`src/rtl/fetch_stage_if.sv`:
```
// fetch_stage_if: instruction-memory, decode and next-PC signals of the fetch stage
interface fetch_stage_if;
    logic        redirect;
    logic [31:0] redirect_pc;
    logic        imem_req;
    logic [31:0] imem_addr;
    logic        imem_gnt;
    logic        imem_rvalid;
    logic [31:0] imem_rdata;
    logic        id_valid;
    logic        id_ready;
    logic [31:0] id_instr;
    logic [31:0] id_pc;
    logic [31:0] id_pc4;
    logic        id_misalign;
    logic [31:0] pc_out;
    logic        stall_npc;
    modport master (
        input  redirect, redirect_pc, imem_gnt, imem_rvalid, imem_rdata, id_ready,
        output imem_req, imem_addr, id_valid, id_instr, id_pc, id_pc4, id_misalign, pc_out, stall_npc
    );
    modport slave (
        output redirect, redirect_pc, imem_gnt, imem_rvalid, imem_rdata, id_ready,
        input  imem_req, imem_addr, id_valid, id_instr, id_pc, id_pc4, id_misalign, pc_out, stall_npc
    );
endinterface

```
`src/rtl/fetch_stage.sv`:
```
// fetch_stage: owns the PC, issues single-outstanding word reads and buffers the instruction for decode
module fetch_stage #(
    parameter logic [31:0] RESET_PC = 32'h0000_0000
) (
    input logic          clk,
    input logic          rst,
    fetch_stage_if.master bus
);
    typedef enum logic [1:0] {IDLE, REQ, WAIT, HOLD} state_t;
    state_t      state;
    logic [31:0] pc;
    logic        drop;
    logic        mis;
    logic        req;
    logic        id_valid;
    logic [31:0] id_instr;
    logic [31:0] id_pc;
    logic        id_misalign;
    assign mis             = pc[1:0] != 2'b00;
    assign req             = state == REQ && !mis;
    assign bus.imem_req    = req;
    assign bus.imem_addr   = pc;
    assign bus.pc_out      = pc;
    assign bus.id_valid    = id_valid;
    assign bus.id_instr    = id_instr;
    assign bus.id_pc       = id_pc;
    assign bus.id_pc4      = id_pc + 32'd4;
    assign bus.id_misalign = id_misalign;
    assign bus.stall_npc   = !(id_valid && bus.id_ready) || bus.redirect;
    // Fetch sequencing; redirect beats every other event, drop marks one stale response to swallow
    always_ff @(posedge clk) begin
        if (rst) begin
            state       <= IDLE;
            pc          <= RESET_PC;
            drop        <= state == WAIT;
            id_valid    <= 1'b0;
            id_instr    <= 32'h0;
            id_pc       <= RESET_PC;
            id_misalign <= 1'b0;
        end else begin
            if (bus.imem_rvalid) drop <= 1'b0;
            if (bus.redirect) begin
                pc       <= bus.redirect_pc;
                id_valid <= 1'b0;
                case (state)
                    REQ: begin
                        drop  <= req && bus.imem_gnt ? 1'b1 : drop && !bus.imem_rvalid;
                        state <= req && bus.imem_gnt ? WAIT : REQ;
                    end
                    WAIT: begin
                        if (bus.imem_rvalid) state <= REQ;
                        else drop <= 1'b1;
                    end
                    default: state <= REQ;
                endcase
            end else begin
                case (state)
                    IDLE: state <= REQ;
                    REQ: begin
                        if (mis) begin
                            id_valid    <= 1'b1;
                            id_misalign <= 1'b1;
                            id_instr    <= 32'h0;
                            id_pc       <= pc;
                            state       <= HOLD;
                        end else if (bus.imem_gnt) begin
                            state <= WAIT;
                        end
                    end
                    WAIT: begin
                        if (bus.imem_rvalid && drop) begin
                            state <= REQ;
                        end else if (bus.imem_rvalid) begin
                            id_valid    <= 1'b1;
                            id_misalign <= 1'b0;
                            id_instr    <= bus.imem_rdata;
                            id_pc       <= pc;
                            state       <= HOLD;
                        end
                    end
                    HOLD: begin
                        if (bus.id_ready) begin
                            pc       <= pc + 32'd4;
                            id_valid <= 1'b0;
                            state    <= REQ;
                        end
                    end
                endcase
            end
        end
    end
endmodule

```
`src/flat_wrapper.sv`:
```
// flat-port wrapper written by rule: the top's interface ports become plain ports
module fetch_stage_flat 
#(
    parameter logic [31:0] RESET_PC = 32'h0000_0000
)
  (clk, rst, bus_redirect, bus_redirect_pc, bus_imem_gnt, bus_imem_rvalid, bus_imem_rdata, bus_id_ready, bus_imem_req, bus_imem_addr, bus_id_valid, bus_id_instr, bus_id_pc, bus_id_pc4, bus_id_misalign, bus_pc_out, bus_stall_npc);
  fetch_stage_if bus_i ();
  input logic clk;
  input logic rst;
  input wire logic [$bits(bus_i.redirect)-1:0] bus_redirect;
  input wire logic [$bits(bus_i.redirect_pc)-1:0] bus_redirect_pc;
  input wire logic [$bits(bus_i.imem_gnt)-1:0] bus_imem_gnt;
  input wire logic [$bits(bus_i.imem_rvalid)-1:0] bus_imem_rvalid;
  input wire logic [$bits(bus_i.imem_rdata)-1:0] bus_imem_rdata;
  input wire logic [$bits(bus_i.id_ready)-1:0] bus_id_ready;
  output wire logic [$bits(bus_i.imem_req)-1:0] bus_imem_req;
  output wire logic [$bits(bus_i.imem_addr)-1:0] bus_imem_addr;
  output wire logic [$bits(bus_i.id_valid)-1:0] bus_id_valid;
  output wire logic [$bits(bus_i.id_instr)-1:0] bus_id_instr;
  output wire logic [$bits(bus_i.id_pc)-1:0] bus_id_pc;
  output wire logic [$bits(bus_i.id_pc4)-1:0] bus_id_pc4;
  output wire logic [$bits(bus_i.id_misalign)-1:0] bus_id_misalign;
  output wire logic [$bits(bus_i.pc_out)-1:0] bus_pc_out;
  output wire logic [$bits(bus_i.stall_npc)-1:0] bus_stall_npc;
  assign bus_i.redirect = bus_redirect;
  assign bus_i.redirect_pc = bus_redirect_pc;
  assign bus_i.imem_gnt = bus_imem_gnt;
  assign bus_i.imem_rvalid = bus_imem_rvalid;
  assign bus_i.imem_rdata = bus_imem_rdata;
  assign bus_i.id_ready = bus_id_ready;
  assign bus_imem_req = bus_i.imem_req;
  assign bus_imem_addr = bus_i.imem_addr;
  assign bus_id_valid = bus_i.id_valid;
  assign bus_id_instr = bus_i.id_instr;
  assign bus_id_pc = bus_i.id_pc;
  assign bus_id_pc4 = bus_i.id_pc4;
  assign bus_id_misalign = bus_i.id_misalign;
  assign bus_pc_out = bus_i.pc_out;
  assign bus_stall_npc = bus_i.stall_npc;
  fetch_stage #(.RESET_PC(RESET_PC)) u_core (.clk(clk), .rst(rst), .bus(bus_i));
endmodule
```
`config.mk`:
```
export PLATFORM = sky130hd
export DESIGN_NAME = fetch_stage_flat
export DESIGN_NICKNAME = d
export VERILOG_FILES = /design/src/rtl/fetch_stage_if.sv /design/src/rtl/fetch_stage.sv /design/src/flat_wrapper.sv
export SDC_FILE = /design/constraint.sdc
export NUM_CORES = 1
export LEC_CHECK = 0
export CORE_MARGIN = 3
export CORE_UTILIZATION = 30
export CTS_BUF_LIST = sky130_fd_sc_hd__clkbuf_4 sky130_fd_sc_hd__clkbuf_8
export DETAILED_ROUTE_END_ITERATION = 10
export HOLD_SLACK_MARGIN = 0.08
export MAX_ROUTING_LAYER = met4
export PLACE_DENSITY = 0.57
export SYNTH_ARGS = -nofsm -noshare
export SYNTH_HDL_FRONTEND = slang
export SYNTH_SLANG_ARGS = --single-unit
```
`constraint.sdc`:
```
create_clock -name clk -period 2.8 [get_ports clk]
set_input_delay 0.84 -clock clk [delete_from_list [all_inputs] [get_ports clk]]
set_output_delay 0.84 -clock clk [all_outputs]
set_load 0.02 [all_outputs]
```
## After elaboration in Yosys (flattened, before gate mapping)

Cells that the tools add are included.

| storage, ports and cells | value |
|---|---|
| bits in registers | 101 |
| bits in latches | 0 |
| memory bits (writable) | 0 |
| bits in read-only memories | 0 |
| input port bits | 70 |
| output and inout port bits | 164 |
| logic and storage cells | 76 |
| memories | 0 |

| operators by class | value |
|---|---|
| add/sub/neg operators | 2 |
| multipliers | 0 |
| div/mod/pow operators | 0 |
| $lt $le $gt $ge | 0 |
| equality and inequality tests | 11 |
| shifts and indexed selects | 0 |
| muxes and demuxes | 35 |
| bitwise logic cells | 1 |
| reduce and logical (&&, ||, !) cells | 20 |

Operators with widths:

| cell | number |
|---|---|
| two-way mux 32 bit | 9 |
| case mux 32 bit (2 select lines) | 2 |
| adder 32 x 3 -> 32 bit (second input constant) | 2 |
| two-way mux 2 bit | 8 |
| two-way mux 1 bit | 11 |
| AND reduction 5 bit | 2 |
| != test 3 bit (second input constant) | 3 |
| case mux 2 bit (4 select lines) | 1 |
| nonzero test 2 bit | 4 |
| != test 2 bit (second input constant) | 3 |
| logical AND 1 bit | 5 |
| equality test 2 bit (second input constant) | 2 |
| != test 4 x 3 -> 1 bit (second input constant) | 1 |
| case mux 1 bit (2 select lines) | 2 |
| case mux 2 bit (2 select lines) | 1 |
| AND reduction 4 bit | 1 |
| logical NOT 1 bit | 3 |
| case mux 1 bit (3 select lines) | 1 |
| nonzero test 3 bit | 1 |
| equality test 2 x 1 -> 1 bit (second input constant) | 1 |
| logical NOT 2 bit | 1 |
| != test 2 x 1 -> 1 bit (second input constant) | 1 |
| AND reduction 2 bit | 1 |
| OR reduction 2 bit | 1 |
| 2 further kinds | 2 |

## Depth between registers and ports, before layout

Gate-level depths: netlist (run 1).

| depth | value |
|---|---|
| depth in word-level cells | 8 |
| mapped depth | 8 |
| mapped depth without buffers | 6 |

## Least setup slack after synthesis (run 1)

OpenSTA, ideal clock, no wires.

| timing | value |
|---|---|
| path type | flip-flop to output port |
| from | register u_core.id_pc[2], in the netlist u_core.bus.id_pc[2] |
| to | output bus_id_pc4[26] |
| arrival | 2.048 ns |
| data required time | 1.960 ns |
| path slack | -0.088 ns |
| stages on the path, launching flop included | 7 |
| buffers on the path | 1 |
| cells stage by stage | dfxtp_1 ha_1 and3_1 clkbuf_1 nand3_1 nor4b_1 xor2_1 |

| on the way | value |
|---|---|
| longest elaborated chain between the ends | 1 |

Ends and longest elaborated chain:

| element | line | RTL |
|---|---|---|
| start, declared | fetch_stage.sv:17 | `logic [31:0] id_pc;` |
| start signal, assigned | fetch_stage.sv:64 | `id_pc <= pc;` |
| start signal, assigned | fetch_stage.sv:77 | `id_pc <= pc;` |
| adder 32 x 3 -> 32 bit | fetch_stage.sv:27 | `assign bus.id_pc4 = id_pc + 32'd4;` |
| end, declared | flat_wrapper.sv:21 | `output wire logic [$bits(bus_i.id_pc4)-1:0] bus_id_pc4;` |

No other way between the ends.

## Worst setup path in the final report (run 1)

| timing | value |
|---|---|
| from | register u_core.id_pc[2], in the netlist u_core.bus.id_pc[2] |
| to | output bus_id_pc4[21] |

Same word-level chain as after synthesis.

==> run summary, run 1 <==
status - finished with violations
failing checks - negative setup slack
total CTS buffers - 9
Seq cells post-synth - 101
total negative slack - -0.00574 ns
crit end category - output pin
Peak VDD IR - 247 uV
CP max-delay cell - dfxtp_2
Peak Freq - 0.357 GHz
initial antenna violation count - 0
CP delay by family, top - simple AND/OR/NAND/NOR gates
Startpoint Class - flop
layout cells sized above 1 - 15.6%
PwrDens - 420 nW/um^2
worst setup path endpoint - bus_id_pc4[21]
mux share of post-synthesis cell area - 0.777%
post-layout min period - 2.80 ns
Tcrit/Tclk final - 100%
Synth Area in XOR/XNOR - 6.43%
Gate Count Post-Synth - 687
count leader, synth - nand2_1
CP Class - flop to output pin
Initial DRC Count - 289
fin nets - 994
final design utilization - 48.7%
RSZ-0062 raised after global routing - true
max_cap viols - 0
largest family of logic cells by synthesized area - simple AND/OR/NAND/NOR gates
Syn-to-layout area delta - 58.5%
number of synthesized flops with an enable pin - 0
most frequent cells after synthesis - nand2_1, dfxtp_1, a21oi_1
synth top area cells - dfxtp_1, nand2_1, a21oi_1
Worst-Skew Late Latency - 0.38 ns
worst path buffer plus inverter count - 3
ys flop type - dfxtp_1
number of global-route vias before repair - 5571
final instance area - 8420 sq um
Slew Viols, Final - 0
Synth Area in Compound Gates - 15.1%
Final Setup Violations - 3
die width - 139 microns
Setup WS post-layout - -0.00298 ns
CTS Sinks - 101
R2R depth - 5
CP peak stage delay - 0.37 ns
Routed WL - 19200 microns
core area - 17300 sq um
root buffer cell - clkbuf_8
Fin. Hold Viols - 0
share of the synthesized area in the top cell type - 38.1%
Post-Syn Area per Cell - 7.73 sq um
drt first pass iters - 5
antenna cells - 0
crit-path cells - buf_4, and4_4, nand3_4, buf_6, nor3_4, xor2_1, buf_4
number of buffer cells added on primary ports - 233
critical path depth - 7
Top-Level Pins - 234
CTS tree - built
beginning of the critical path - u_core.bus.id_pc[2]
FF-to-FF Start - u_core.bus.imem_addr[2]
Rows - 48
Synth Area in Simple Gates - 28.3%
Post-Synthesis Cell Area - 5310 sq um
Clock transition at path regs - 0.10 ns
Least-Margin Pin Slew - 0.586 ns
syn nets - 763
Placer Congestion - 0.826
area leader, netlist - dfxtp_1
Post-Place Setup Slack - -0.287 ns
Seq/Total Area, Yosys - 38.1%
die height - 139 microns
Slew HR - 60.9%
largest net degree at the start of global routing - 54
fillers - 1781
CP Data Required Time - 1.96 ns
most frequent CP cell - buf_4
clock buffer depth - 2
Routed Antenna Nets - 0
CP Data Arrival Time - 1.96 ns
CP max FO - 5
die footprint - 19300 sq um
htree depth - 3
post-DP HPWL - 14000 microns
via count - 5674
number of library cell types mapped by synthesis - 55
R2R Path End - u_core.bus.imem_addr[20]
post-place instance area - 8030 sq um
Remaining DRCs - 0
first-pass GRT wire length - 30700 microns
global route overflow - 0
per-cell routed wire length - 16.7 microns
via density per instance - 4.94
Initial Util - 30.7%
Layout Skew - 0.0103 ns
post-synthesis adder-cell area fraction - 1.41%
Leak - 3.19 nW
Syn. warnings - 0
HP Class - flop to flop
GR Util All Layers - 19.9%
FF-to-FF setup slack - 0.57 ns
Post-synth ARST share - 0%
Tot Pwr - 3.53 mW
## layout by cell type, fill, tap and decap left out, types with 5 or more instances in the layout
cell and count:
a211oi_1 15, a21oi_1 75, a311oi_1 7, and2_1 5
and3_1 10, and4_1 5, buf_4 83, clkbuf_8 11
clkdlybuf4s50_1 204, dfxtp_1 95, dfxtp_2 6, dlygate4sd2_1 9
ha_1 5, inv_1 16, nand2_1 122, nand3_1 46
nand4_1 21, nor2_1 30, nor3_1 9, nor3_4 5
nor4_1 13, o31ai_1 5, or4_1 5, xnor2_1 18
xor2_1 20
## how the worst min path moves through the flow
stage	end	slack (ns)	cells past startpoint	from
floorplan	u_core.state[0]	0.48	2	u_core.state[0]
global placement	u_core.bus.id_instr[18]	0.44	2	u_core.bus.id_instr[18]
detailed placement	u_core.bus.id_instr[31]	0.44	2	u_core.bus.id_instr[31]
CTS	u_core.bus.id_instr[15]	0.46	2	u_core.bus.id_instr[15]
global route	u_core.bus.id_instr[15]	0.48	2	u_core.bus.id_instr[15]
finish	u_core.bus.id_instr[15]	0.45	2	u_core.bus.id_instr[15]
## per-layer routing
metal	track usage, %	wire length [microns]	vias to the layer above
li1	-	-	2850
met1	25.6	8620	2630
met2	32.1	9160	177
met3	3.83	1200	17
met4	5.61	221	0
met5	-	0	-
## flip-flops by register name, summed over array words and instances, names as in the netlist
register / flops
u_core.bus.imem_addr: 32
u_core.drop: 1
u_core.bus.id_valid: 1
u_core.state: 2
u_core.bus.id_misalign: 1
u_core.bus.id_pc: 32
u_core.bus.id_instr: 32
## through the flow
stage / std cells / hold WS (ns)
after floorplan: 687 / 0.485
after global placement: 1129 / 0.438
after detailed placement: 1129 / 0.443
after CTS: 1148 / 0.457
after global routing: 1148 / 0.476
final: 1148 / 0.454
## cell type report
type	instances	area, sq um	share of cell area (%)
Multi-Input combinational cell	485	3000	35.6
Timing Repair Buffer	304	2850	33.9
Sequential cell	101	2030	24.1
Tap cell	225	282	3.34
Clock buffer	12	159	1.89
Inverter	17	63.8	0.758
Clock inverter	4	31.3	0.371
## kinds of logic after synthesis
logic type / count (synthesis)
AOI/OAI and AO/OA: 129
xor gates and xnor gates: 39
adders and majority gates: 6
buffers and inverters: 101
DFF: 101
muxes: 4
and+or+nand+nor: 307
## report_power, final
part | switching [mW] | internal, mW | total, mW
clock | 0.524 | 0.386 | 0.909
combinational | 0.552 | 0.465 | 1.02
sequential | 0.0998 | 1.51 | 1.61
## what timing repair did
item	4_1_cts	5_1_grt
hold buffers	0	0
pin swaps	8	13
setup endpoints to repair	28	18
gates resized for setup	134	23
setup buffers	4	1
## tightest hold or removal path: stages (launching register included)
cell and delay (ns):
dfxtp_1 0.32, nand2_1 0.05, a21oi_1 0.05
No activity file was read; power rests on OpenSTA's default activity.
==> inputs of run 2 (changes only) <==
--- a/config.mk
+++ b/config.mk
@@ -5,13 +5,16 @@
 export SDC_FILE = /design/constraint.sdc
 export NUM_CORES = 1
 export LEC_CHECK = 0
+export CELL_PAD_IN_SITES_DETAIL_PLACEMENT = 1
+export CELL_PAD_IN_SITES_GLOBAL_PLACEMENT = 2
 export CORE_MARGIN = 3
-export CORE_UTILIZATION = 30
+export CORE_UTILIZATION = 23
 export CTS_BUF_LIST = sky130_fd_sc_hd__clkbuf_4 sky130_fd_sc_hd__clkbuf_8
 export DETAILED_ROUTE_END_ITERATION = 10
+export GPL_TIMING_DRIVEN = 0
 export HOLD_SLACK_MARGIN = 0.08
 export MAX_ROUTING_LAYER = met4
-export PLACE_DENSITY = 0.57
+export PLACE_DENSITY = 0.78
 export SYNTH_ARGS = -nofsm -noshare
 export SYNTH_HDL_FRONTEND = slang
 export SYNTH_SLANG_ARGS = --single-unit
==> run 2 against run 1 <==
Net effect: the run still ends with negative setup slack left; sequential cell count unchanged; count of clock-buffer cells in the layout down 2; maximum frequency decreased by 2.2%; clock power grew 9.5%.
==> run summary, run 2 (synthesis results as in run 1) <==
Remaining DRCs - 0 (unchanged)
layout cells sized above 1 - 17.7% (was 15.6%)
CP Data Required Time - 1.96 ns (about the same)
post-layout min period - 2.87 ns (was 2.80 ns)
Startpoint Class - flop (unchanged)
CP Data Arrival Time - 2.03 ns (was 1.96 ns)
antenna cells - 0 (unchanged)
CTS Sinks - 101 (unchanged)
post-place instance area - 7990 sq um (was 8030 sq um)
core area - 22200 sq um (was 17300 sq um)
Placer Congestion - 0.809 (was 0.826)
RSZ-0062 raised after global routing - true (unchanged)
largest net degree at the start of global routing - 18 (was 54)
Slew HR - 52.5% (was 60.9%)
PwrDens - 420 nW/um^2 (about the same)
CP max-delay cell - dfxtp_4 (was dfxtp_2)
Layout Skew - 0.0136 ns (was 0.0103 ns)
DR WL met3 - 965 microns (was 1200 microns)
GR Util All Layers - 19.1% (was 19.9%)
Worst-Skew Late Latency - 0.40 ns (was 0.38 ns)
commonest cells after routing, fill and taps aside - clkdlybuf4s50_1, nand2_1, dfxtp_1 (unchanged)
number of global-route vias before repair - 6006 (was 5571)
Max Used Layer - met4 (unchanged)
Clock transition at path regs - 0.11 ns (was 0.10 ns)
Initial DRC Count - 349 (was 289)
Rows - 54 (was 48)
die height - 158 microns (was 139 microns)
first-pass GRT wire length - 35700 microns (was 30700 microns)
fin nets - 1039 (was 994)
met1 WL - 10900 microns (was 8620 microns)
Fin. Hold Viols - 0 (unchanged)
failing checks - negative setup slack (unchanged)
final design utilization - 39.5% (was 48.7%)
Routed WL - 23800 microns (was 19200 microns)
Routed Antenna Nets - 0 (unchanged)
Setup WS post-layout - -0.0675 ns (was -0.00298 ns)
post-DP HPWL - 17600 microns (was 14000 microns)
CP Class - flop to output pin (unchanged)
CTS tree - built (unchanged)
CP max FO - 5 (unchanged)
htree depth - 3 (unchanged)
Top-Level Pins - 234 (unchanged)
root buffer cell - clkbuf_8 (unchanged)
CP peak stage delay - 0.40 ns (was 0.37 ns)
number of buffer cells added on primary ports - 231 (was 233)
CP delay by family, top - simple AND/OR/NAND/NOR gates (unchanged)
hold buffers post-CTS - 0 (unchanged)
Final Setup Violations - 6 (was 3)
Slew Viols, Final - 0 (unchanged)
Peak Freq - 0.349 GHz (was 0.357 GHz)
crit-path cells - ha_4, and3_4, nand3_4, buf_6, nor4_4, xor2_1, buf_4 (was buf_4, and4_4, nand3_4, buf_6, nor3_4, xor2_1, buf_4)
initial antenna violation count - 0 (unchanged)
final instance area - 8780 sq um (was 8420 sq um)
status - finished with violations (unchanged)
crit end category - output pin (unchanged)
via density per instance - 4.81 (was 4.94)
global route overflow - 0 (unchanged)
die width - 158 microns (was 139 microns)
die footprint - 25000 sq um (was 19300 sq um)
most common cell after layout, fill and taps aside - clkdlybuf4s50_1 (unchanged)
per-cell routed wire length - 19.1 microns (was 16.7 microns)
drt first pass iters - 6 (was 5)
Tcrit/Tclk final - 102% (was 100%)
via count - 5994 (was 5674)
total CTS buffers - 9 (unchanged)
Leak - 3.30 nW (was 3.19 nW)
Peak VDD IR - 193 uV (was 247 uV)
clock buffer depth - 2 (unchanged)
worst path buffer plus inverter count - 2 (was 3)
Initial Util - 23.9% (was 30.7%)
Syn-to-layout area delta - 65.2% (was 58.5%)
HP Class - flop to flop (unchanged)
metal2 WL - 11600 microns (was 9160 microns)
max_cap viols - 0 (unchanged)
Least-Margin Pin Slew - 0.712 ns (was 0.586 ns)
## run 2: cell count changes in the layout (fill, tap and decap cells not counted), sizes merged
cell,previous run,this run
clkbuf,12,45
buf,91,101
dlygate4sd2,9,6
dlymetal6s2s,0,2
bufinv,0,1
clkdlybuf4s15,0,1
clkdlybuf4s50,204,203
clkinv,1,2
clkinvlp,3,2
nand3,48,49
## run 2: routing by layer
layer | vias to the layer above | GRT usage (%)
met5 | - | -
met4 | 0 | 4.59
li1 | 2945 | -
met2 | 156 | 31.3
met1 | 2875 | 25.1
met3 | 18 | 2.54
## run 2: area by class of cell
| type | instances | area, sq um |
|---|---|---|
| Multi-Input combinational cell | 486 | 3020 |
| Fill cell | 2669 | 13500 |
| Sequential cell | 101 | 2100 |
| Timing Repair Buffer | 268 | 2580 |
| Tap cell | 280 | 350 |
| Buffer | 80 | 462 |
| Clock inverter | 5 | 58.8 |
| Inverter | 17 | 68.8 |
| Clock buffer | 10 | 138 |
## run 2: worst min-delay path, cell delays in order (launching register included)
cell and delay [ns]:
dfxtp_1 0.32, nand2_1 0.05, a21oi_1 0.05
## run 2: metrics by stage
stage	setup TNS [ns]	cells	hold slack (ns)	setup slack [ns]	total power, mW
global placement	-42.20	1198	0.438	-0.691	2.69
detailed placement	-43.35	1198	0.447	-0.680	2.70
CTS	-0.361	1227	0.462	-0.114	3.71
floorplan	0	687	0.485	0.000133	2.16
global route	-1.02	1247	0.477	-0.137	3.88
finish	-0.164	1247	0.460	-0.0675	3.69
## run 2: what timing repair did
item / CTS / global route
pin swaps: 9 / 20
cloned: 1 / 1
setup endpoints to repair: 77 / 39
hold endpoints to repair: 0 / 0
gates resized for setup: 167 / 39
buffers inserted: 17 / 20
## run 2: path summary, 6_finish.rpt
kind / endpoint / slack (ns) / cells past startpoint / startpoint
setup / recovery: bus_id_pc4[24] / -0.07 / 7 / u_core.bus.id_pc[3]
hold / removal: u_core.bus.id_instr[13] / 0.46 / 2 / u_core.bus.id_instr[13]
setup reg to reg: u_core.bus.imem_addr[23] / 0.35 / 6 / u_core.state[0]
hold reg to reg: u_core.bus.id_instr[13] / 0.46 / 2 / u_core.bus.id_instr[13]
## run 2: where the power goes
group          internal (mW)  switching [mW]
logic                  0.478           0.586
clock network          0.435           0.560
registers               1.50           0.127
